--- src/rtl/sparse_pos_loader.sv ---
// Unpacks 128-bit host words of 16-bit sparse positions into range-checked POSITION_RAM writes.
// Optional feature macro DUMMY_INSERT_EN: pad every successful load to MAX_WEIGHT writes.
module sparse_pos_loader #(
  parameter int WEIGHT         = 66,
  parameter int MAX_WEIGHT     = 75,
  parameter int N              = 17669,
  parameter int LOGW           = 16,
  parameter int LANES          = 8,
  parameter int LOG_MAX_WEIGHT = 7
) (
  input  logic                      clk,
  input  logic                      rst,
  input  logic                      start_i,
  input  logic                      in_valid_i,
  input  logic [LANES*LOGW-1:0]     in_data_i,
  output logic                      in_ready_o,
  output logic                      wr_en_o,
  output logic [LOG_MAX_WEIGHT-1:0] wr_addr_o,
  output logic [LOGW-1:0]           wr_pos_o,
  output logic                      wr_dummy_o,
  output logic                      busy_o,
  output logic                      done_o,
  output logic                      err_o
);
  localparam int                        LSEL_W   = $clog2(LANES);
  localparam logic [LSEL_W:0]           LANES_C  = (LSEL_W+1)'(LANES);
  localparam logic [LSEL_W:0]           LANE_ONE = (LSEL_W+1)'(1);
  localparam logic [LOG_MAX_WEIGHT-1:0] WEIGHT_C = LOG_MAX_WEIGHT'(WEIGHT);
  localparam logic [LOGW:0]             N_C      = (LOGW+1)'(N);

  if (WEIGHT < 1 || WEIGHT >= MAX_WEIGHT || MAX_WEIGHT >= (1 << LOG_MAX_WEIGHT) ||
      N > (1 << LOGW)) begin : g_bad_cfg
    $error("sparse_pos_loader: inconsistent WEIGHT/MAX_WEIGHT/N/width parameters");
  end

  typedef enum logic [2:0] {S_IDLE, S_LOAD, S_EMIT, S_PAD, S_DONE} state_e;

  state_e                    state_q;
  logic [LANES*LOGW-1:0]     word_q;
  logic [LOG_MAX_WEIGHT-1:0] count_q;
  logic [LSEL_W:0]           lane_q;
  logic                      in_ready_q, wr_en_q, busy_q, done_q, err_q;
  logic [LOG_MAX_WEIGHT-1:0] wr_addr_q;
  logic [LOGW-1:0]           wr_pos_q;
`ifdef DUMMY_INSERT_EN
  logic                      wr_dummy_q;
`endif

  logic [LOGW-1:0] word_lanes [LANES];
  logic [LOGW-1:0] pos_d;
  logic [LSEL_W:0] lane_d;
  logic            pos_ok;
  logic            take_d;

  // Lane 0 is taken straight off the bus in the accepting cycle so its write appears one cycle later.
  always_comb begin
    for (int k = 0; k < LANES; k++) word_lanes[k] = word_q[k*LOGW +: LOGW];
    pos_d  = (state_q == S_LOAD) ? in_data_i[LOGW-1:0] : word_lanes[lane_q[LSEL_W-1:0]];
    lane_d = (state_q == S_LOAD) ? LANE_ONE : lane_q + 1'b1;
    pos_ok = ({1'b0, pos_d} < N_C);
    take_d = (state_q == S_LOAD && in_valid_i) ||
             (state_q == S_EMIT && !err_q && count_q != WEIGHT_C && lane_q != LANES_C);
  end

  // NOTE: state is updated only with non-blocking assignments so every register samples pre-edge values.
  always_ff @(posedge clk or posedge rst) begin
    if (rst) begin
      state_q    <= S_IDLE;
      // NOTE: the word register is plain flops, not a RAM, so it is cleared here like everything else.
      word_q     <= '0;
      count_q    <= '0;
      lane_q     <= '0;
      in_ready_q <= 1'b0;
      wr_en_q    <= 1'b0;
      wr_addr_q  <= '0;
      wr_pos_q   <= '0;
      busy_q     <= 1'b0;
      done_q     <= 1'b0;
      err_q      <= 1'b0;
`ifdef DUMMY_INSERT_EN
      wr_dummy_q <= 1'b0;
`endif
    end else begin
      wr_en_q <= 1'b0;
      done_q  <= 1'b0;
`ifdef DUMMY_INSERT_EN
      wr_dummy_q <= 1'b0;
`endif
      unique case (state_q)
        S_IDLE: begin
          if (start_i) begin
            state_q    <= S_LOAD;
            in_ready_q <= 1'b1;
            busy_q     <= 1'b1;
            err_q      <= 1'b0;
            count_q    <= '0;
          end
        end
        S_LOAD: begin
          if (in_valid_i) begin
            word_q     <= in_data_i;
            in_ready_q <= 1'b0;
            state_q    <= S_EMIT;
          end
        end
        S_EMIT: begin
          if (err_q) begin
            state_q <= S_DONE;
            done_q  <= 1'b1;
          end else if (count_q == WEIGHT_C) begin
`ifdef DUMMY_INSERT_EN
            state_q    <= S_PAD;
            wr_en_q    <= 1'b1;
            wr_dummy_q <= 1'b1;
            wr_addr_q  <= count_q;
            wr_pos_q   <= LOGW'(count_q);
            count_q    <= count_q + 1'b1;
`else
            state_q <= S_DONE;
            done_q  <= 1'b1;
`endif
          end else if (lane_q == LANES_C) begin
            state_q    <= S_LOAD;
            in_ready_q <= 1'b1;
          end
        end
`ifdef DUMMY_INSERT_EN
        S_PAD: begin
          if (count_q == LOG_MAX_WEIGHT'(MAX_WEIGHT)) begin
            state_q <= S_DONE;
            done_q  <= 1'b1;
          end else begin
            wr_en_q    <= 1'b1;
            wr_dummy_q <= 1'b1;
            wr_addr_q  <= count_q;
            wr_pos_q   <= LOGW'(count_q);
            count_q    <= count_q + 1'b1;
          end
        end
`endif
        S_DONE: begin
          state_q <= S_IDLE;
          busy_q  <= 1'b0;
        end
        default: begin
          state_q <= S_IDLE;
          busy_q  <= 1'b0;
        end
      endcase

      // An out-of-range lane writes nothing; err_q then steers EMIT to DONE.
      if (take_d) begin
        lane_q <= lane_d;
        if (pos_ok) begin
          wr_en_q   <= 1'b1;
          wr_addr_q <= count_q;
          wr_pos_q  <= pos_d;
          count_q   <= count_q + 1'b1;
        end else begin
          err_q <= 1'b1;
        end
      end
    end
  end

  assign in_ready_o = in_ready_q;
  assign wr_en_o    = wr_en_q;
  assign wr_addr_o  = wr_addr_q;
  assign wr_pos_o   = wr_pos_q;
  assign busy_o     = busy_q;
  assign done_o     = done_q;
  assign err_o      = err_q;
`ifdef DUMMY_INSERT_EN
  assign wr_dummy_o = wr_dummy_q;
`else
  assign wr_dummy_o = 1'b0;
`endif

endmodule

--- config.mk ---
export PLATFORM = sky130hd
export DESIGN_NAME = sparse_pos_loader
export DESIGN_NICKNAME = d
export VERILOG_FILES = /design/src/rtl/sparse_pos_loader.sv
export SDC_FILE = /design/constraint.sdc
export NUM_CORES = 1
export LEC_CHECK = 0
export CAP_MARGIN = 20
export CORE_MARGIN = 2
export CORE_UTILIZATION = 37
export DETAILED_ROUTE_END_ITERATION = 10
export HOLD_SLACK_MARGIN = 0.08
export SETUP_SLACK_MARGIN = 0.02
export SLEW_MARGIN = 15
export SYNTH_ARGS = -nofsm -noshare
export SYNTH_HDL_FRONTEND = slang
export SYNTH_SLANG_ARGS = --single-unit
--- constraint.sdc ---
create_clock -name clk -period 8.08 [get_ports clk]
set_clock_uncertainty 0.05 [all_clocks]
set_input_delay 2.424 -clock clk [delete_from_list [all_inputs] [get_ports clk]]
set_output_delay 2.424 -clock clk [all_outputs]
set_load 0.05 [all_outputs]
* After elaboration in Yosys (flattened, before gate mapping)
Index checks and enable logic that the tools add are counted.
** Storage, ports and cells
- Flip-flop bits (word level) :: 170
- Input bits :: 132
- Output and inout bits :: 29
- Word-level logic and storage cells :: 74
** Operators by class
- $add $sub $neg :: 2
- Magnitude comparators :: 2
- Equal/unequal tests :: 12
- Multiplexer cells :: 31
- Bitwise logic cells :: 2
- Reduce and logical (&&, ||, !) cells :: 14
** Operators with widths (count)
- binary-select mux 16 bit (select 3 bit) :: 1
- two-way mux 16 bit :: 3
- two-way mux 7 bit :: 4
- less-than comparator 16 x 15 -> 1 bit (second input constant) :: 1
- two-way mux 3 bit :: 5
- two-way mux 1 bit :: 14
- one-hot mux 3 bit (3 select lines) :: 1
- != test 2 bit (second input constant) :: 4
- adder 7 x 1 -> 7 bit (second input constant) :: 1
- == test 7 bit (second input constant) :: 1
- != test 7 bit (second input constant) :: 1
- AND reduction 2 bit :: 3
- AND reduction 6 bit :: 1
- adder 4 x 1 -> 4 bit (second input constant) :: 1
- == test 4 bit (second input constant) :: 1
- >= comparator 4 bit (second input constant) :: 1
- logical AND 1 bit :: 4
- two-way mux 4 bit :: 1
- != test 4 x 2 -> 1 bit (second input constant) :: 1
- != test 4 bit (second input constant) :: 1
- NOT 3 -> 4 bit :: 1
- == test 3 x 1 -> 1 bit (second input constant) :: 1
- == test 3 x 2 -> 1 bit (second input constant) :: 1
- logical NOT 3 bit :: 1
- 9 further kinds :: 9

* Depth between registers and ports, before layout
- Depth after elaboration :: 8
- Mapped depth :: 14
- Gate-level depth less buffers :: 9

* Worst setup path before layout
OpenSTA, ideal clock, no wires.
- Path kind :: input port to flip-flop
- From :: in in_data_i[11]
- To :: reg count_q[4]
- Setup time :: 0.118 ns
- Data arrival time :: 4.153 ns
- Data required time :: 7.912 ns
- Setup slack :: 3.759 ns
- Stages :: 7
- Buffers on the path :: 0
- Path through :: and2_1 a31oi_1 nand3_1 or4_4 o211ai_4 mux2_2 a21o_1
** Between the ends
- Longest elaborated chain between the ends :: 4
** Ends and longest elaborated chain
- start, declared :: line 15 : input logic [LANES*LOGW-1:0] in_data_i,
- two-way mux 16 bit :: line 58 : pos_d = (state_q == S_LOAD) ? in_data_i[LOGW-1:0] : word_lanes[lane_q[LSEL_W-1:0]];
- less-than comparator 16 x 15 -> 1 bit :: line 60 : pos_ok = ({1'b0, pos_d} < N_C);
- two-way mux 7 bit :: line 154 : if (pos_ok) begin
- two-way mux 7 bit :: line 152 : if (take_d) begin
- end signal, assigned :: line 158 : count_q <= count_q + 1'b1;
- end, declared :: line 40 : logic [LOG_MAX_WEIGHT-1:0] count_q;
No other way between the ends.
A chain may end at the register's enable or synchronous reset.

* Final worst setup path
- From :: in in_data_i[13]
- To :: reg count_q[4]
The elaborated chain is that of the path after synthesis.

==> metrics <==
Clock Sinks=170; Post-CTS Setup Inserts=0; crit-path max cell delay=570 ps; hold crit path type=reg2reg; CP Capture Type=flip-flop; Tmin final=4880 ps; Slew HR=27.6%; leak pwr=~0.0044 uW; post-synthesis net count=724; num ports=between 150 and 200; Gates resized, CTS repair=0; global-route wire length before repair=29.6 mm; register area share after synthesis=about 54%; Synth Flop Type=dfrtp_1; Inserted Clock Buffers=17; critical path required time=8340 ps; detailed-route wire length=18.6 mm; Detailed Route Iter0 Violations=174; WL per Instance=~18 um; H-tree depth=4; GRT Total Usage=between 10% and 20%; # rows=53; CTS tree=built; count of final setup violators=0; share of cells above drive strength 1=25.8%; clk buf depth=2; Routed Antenna Nets=0; Critical Path Start Type=primary input; commonest non-fill, non-tap cell in the layout=dfrtp_1; worst hold margin=431 ps; Hold Vio Cnt, Final=0; DP Wirelength=13.2 mm; die area=22300 sq um; setup TNS=0 ps; Design Area, Final=10200 sq um; DP Area=9570 sq um; Reg2Reg Setup Slack=3830 ps; Ys Warns=0; # DRC=0; initial antenna violation count=0; Die X-Extent=around 150 um; Synth Area per Inst=13.3 sq um; GR Overflow Total=0; Fmax achieved=0.205 GHz; leading cell types in the layout, fill and taps excluded=169 x dfrtp_1, 159 x clkdlybuf4s50_1, 137 x mux2_2; crit path DAT=5130 ps; Port Buf Inserts=159; hold buffer count at cts=0; vias in the first global route=between 5k and 6k; Mapped Area=7810 sq um; critical path fanouts, max=48; VDD IR max=0.162 mV; library cells used by synthesis=47; worst skew pair latency=420 ps; CTS root buf=clkbuf_16; die height=149 um; Pwr per Cell Area=387 nW/um^2; Final nets=870; status=complete, no violations; CP max stage cell=or4_4; Post-Synthesis Cells=588; RSZ-0062 raised after global routing=false; Synth async-reset ratio=100%; clock-pin slew on the worst setup and hold paths=~60 ps; vias per cell=5.03; Post-synth EDFFs=0; Least-Margin Pin Slew=about 1100 ps; GPL Wtd Cong=slightly below 0.8; Seq cells post-synth=170; area growth from synthesis to layout=30.7%; fill cell count=1858; Final Cycle Share=slightly above 60%; Worst Path Class, Setup=in2reg; core area=20900 sq um; Initial Utilization=37.4%; critical path, cell by cell=clkdlybuf4s50_1, and2_1, a31oi_1, nand3_1, or4_4, o211ai_4, buf_4, mux2_2, a21o_1; drt pass-1 iters=4; # Max-Cap Violations=0; Vias=5136; pin count of the biggest net entering global routing=111; n_diodes=0; final slew viol count=0
## state kept, by name (all words and copies together), names as in the netlist
signal and flops:
busy_o 1, count_q 7, done_o 1, err_o 1, in_ready_o 1, lane_q 4, state_q 3, word_q 128
wr_addr_o 7, wr_en_o 1, wr_pos_o 16
## cell usage after synthesis, types with 2 or more instances
cell      count  area [sq um]
dfrtp_1     170          4250
mux2_2      137          1540
mux2i_1      56           561
nand2_1      28           105
a22oi_1      24           180
o21ai_0      20           100
nand3_1      15          75.1
buf_2        14          70.1
nor2_1       14          52.6
clkbuf_1     13          48.8
and2_1       12          75.1
a31oi_1      11          68.8
buf_4         8          60.1
inv_1         7          26.3
a21oi_1       6          30.0
mux4_2        6           135
buf_6         4          45.0
ha_1          4          50.1
a22o_1        3          26.3
xor2_1        3          26.3
a21o_1        2          15.0
and3_1        2          12.5
nand3b_1      2          15.0
nor2b_1       2          12.5
o211ai_1      2          15.0
or3_1         2          12.5
## area by class of cell
type	count	area (sq um)	share of cell area [%]
clock buffers	18	439	4.30
clock inverters	14	146	1.43
inverters	7	31.3	0.306
multi-input cells	372	3310	32.4
flip-flops and latches	170	4260	41.7
well taps	275	344	3.37
repair buffers	166	1680	16.5
## cells by family after synthesis
| family | after synthesis | synth area share [%] |
|---|---|---|
| compound gates | 75 | 6.73 |
| buf+inv | 46 | 3.20 |
| xor+xnor | 3 | 0.337 |
| mux | 199 | 28.7 |
| simple gates | 90 | 5.90 |
| fa+ha+maj | 4 | 0.641 |
| other cells | 1 | 0.0480 |
| flops | 170 | 54.5 |
## per-layer routing
metal	vias to the layer above	share of wire [%]	routed length [um]	track usage [%]
met5	-	0	0	0
met4	0	1.1	201	4.52
met3	15	4.9	911	4.89
met2	106	50	9260	29.4
met1	2589	44	8200	22.0
li1	2426	-	-	-
## stage by stage
step	cells	util [%]	setup slack, ps	total power (uW)
6_report	1022	48.9	3200	3960
4_1_cts	1020	48.6	3220	4000
3_3_place_gp	988	45.8	2790	3120
5_1_grt	1022	48.9	3050	4220
3_5_place_dp	988	45.8	2780	3180
2_1_floorplan	588	-	1000	2710
## critical path: cells and delay by family
| kind | cells | cell delay (ps) |
|---|---|---|
| buf+inv | 2 | 860 |
| mux | 1 | 380 |
| simple gates | 3 | 840 |
| compound gates | 3 | 600 |
## final timing paths
kind                          startpoint            to  cells past startpoint
min                         wr_addr_o[0]  wr_addr_o[0]                      2
max reg2reg                    lane_q[1]    count_q[4]                      9
min reg2reg                 wr_addr_o[0]  wr_addr_o[0]                      2
min in group asynchronous            rst   word_q[109]                      2
max in group asynchronous            rst    word_q[86]                      3
max                        in_data_i[13]    count_q[4]                      9
## power breakdown
group	switching [uW]	leakage [uW]	internal [uW]
sequential	230	0.00206	1250
clock	342	0.000283	465
combinational	856	0.00207	811
(Power assumes the default switching activity.)
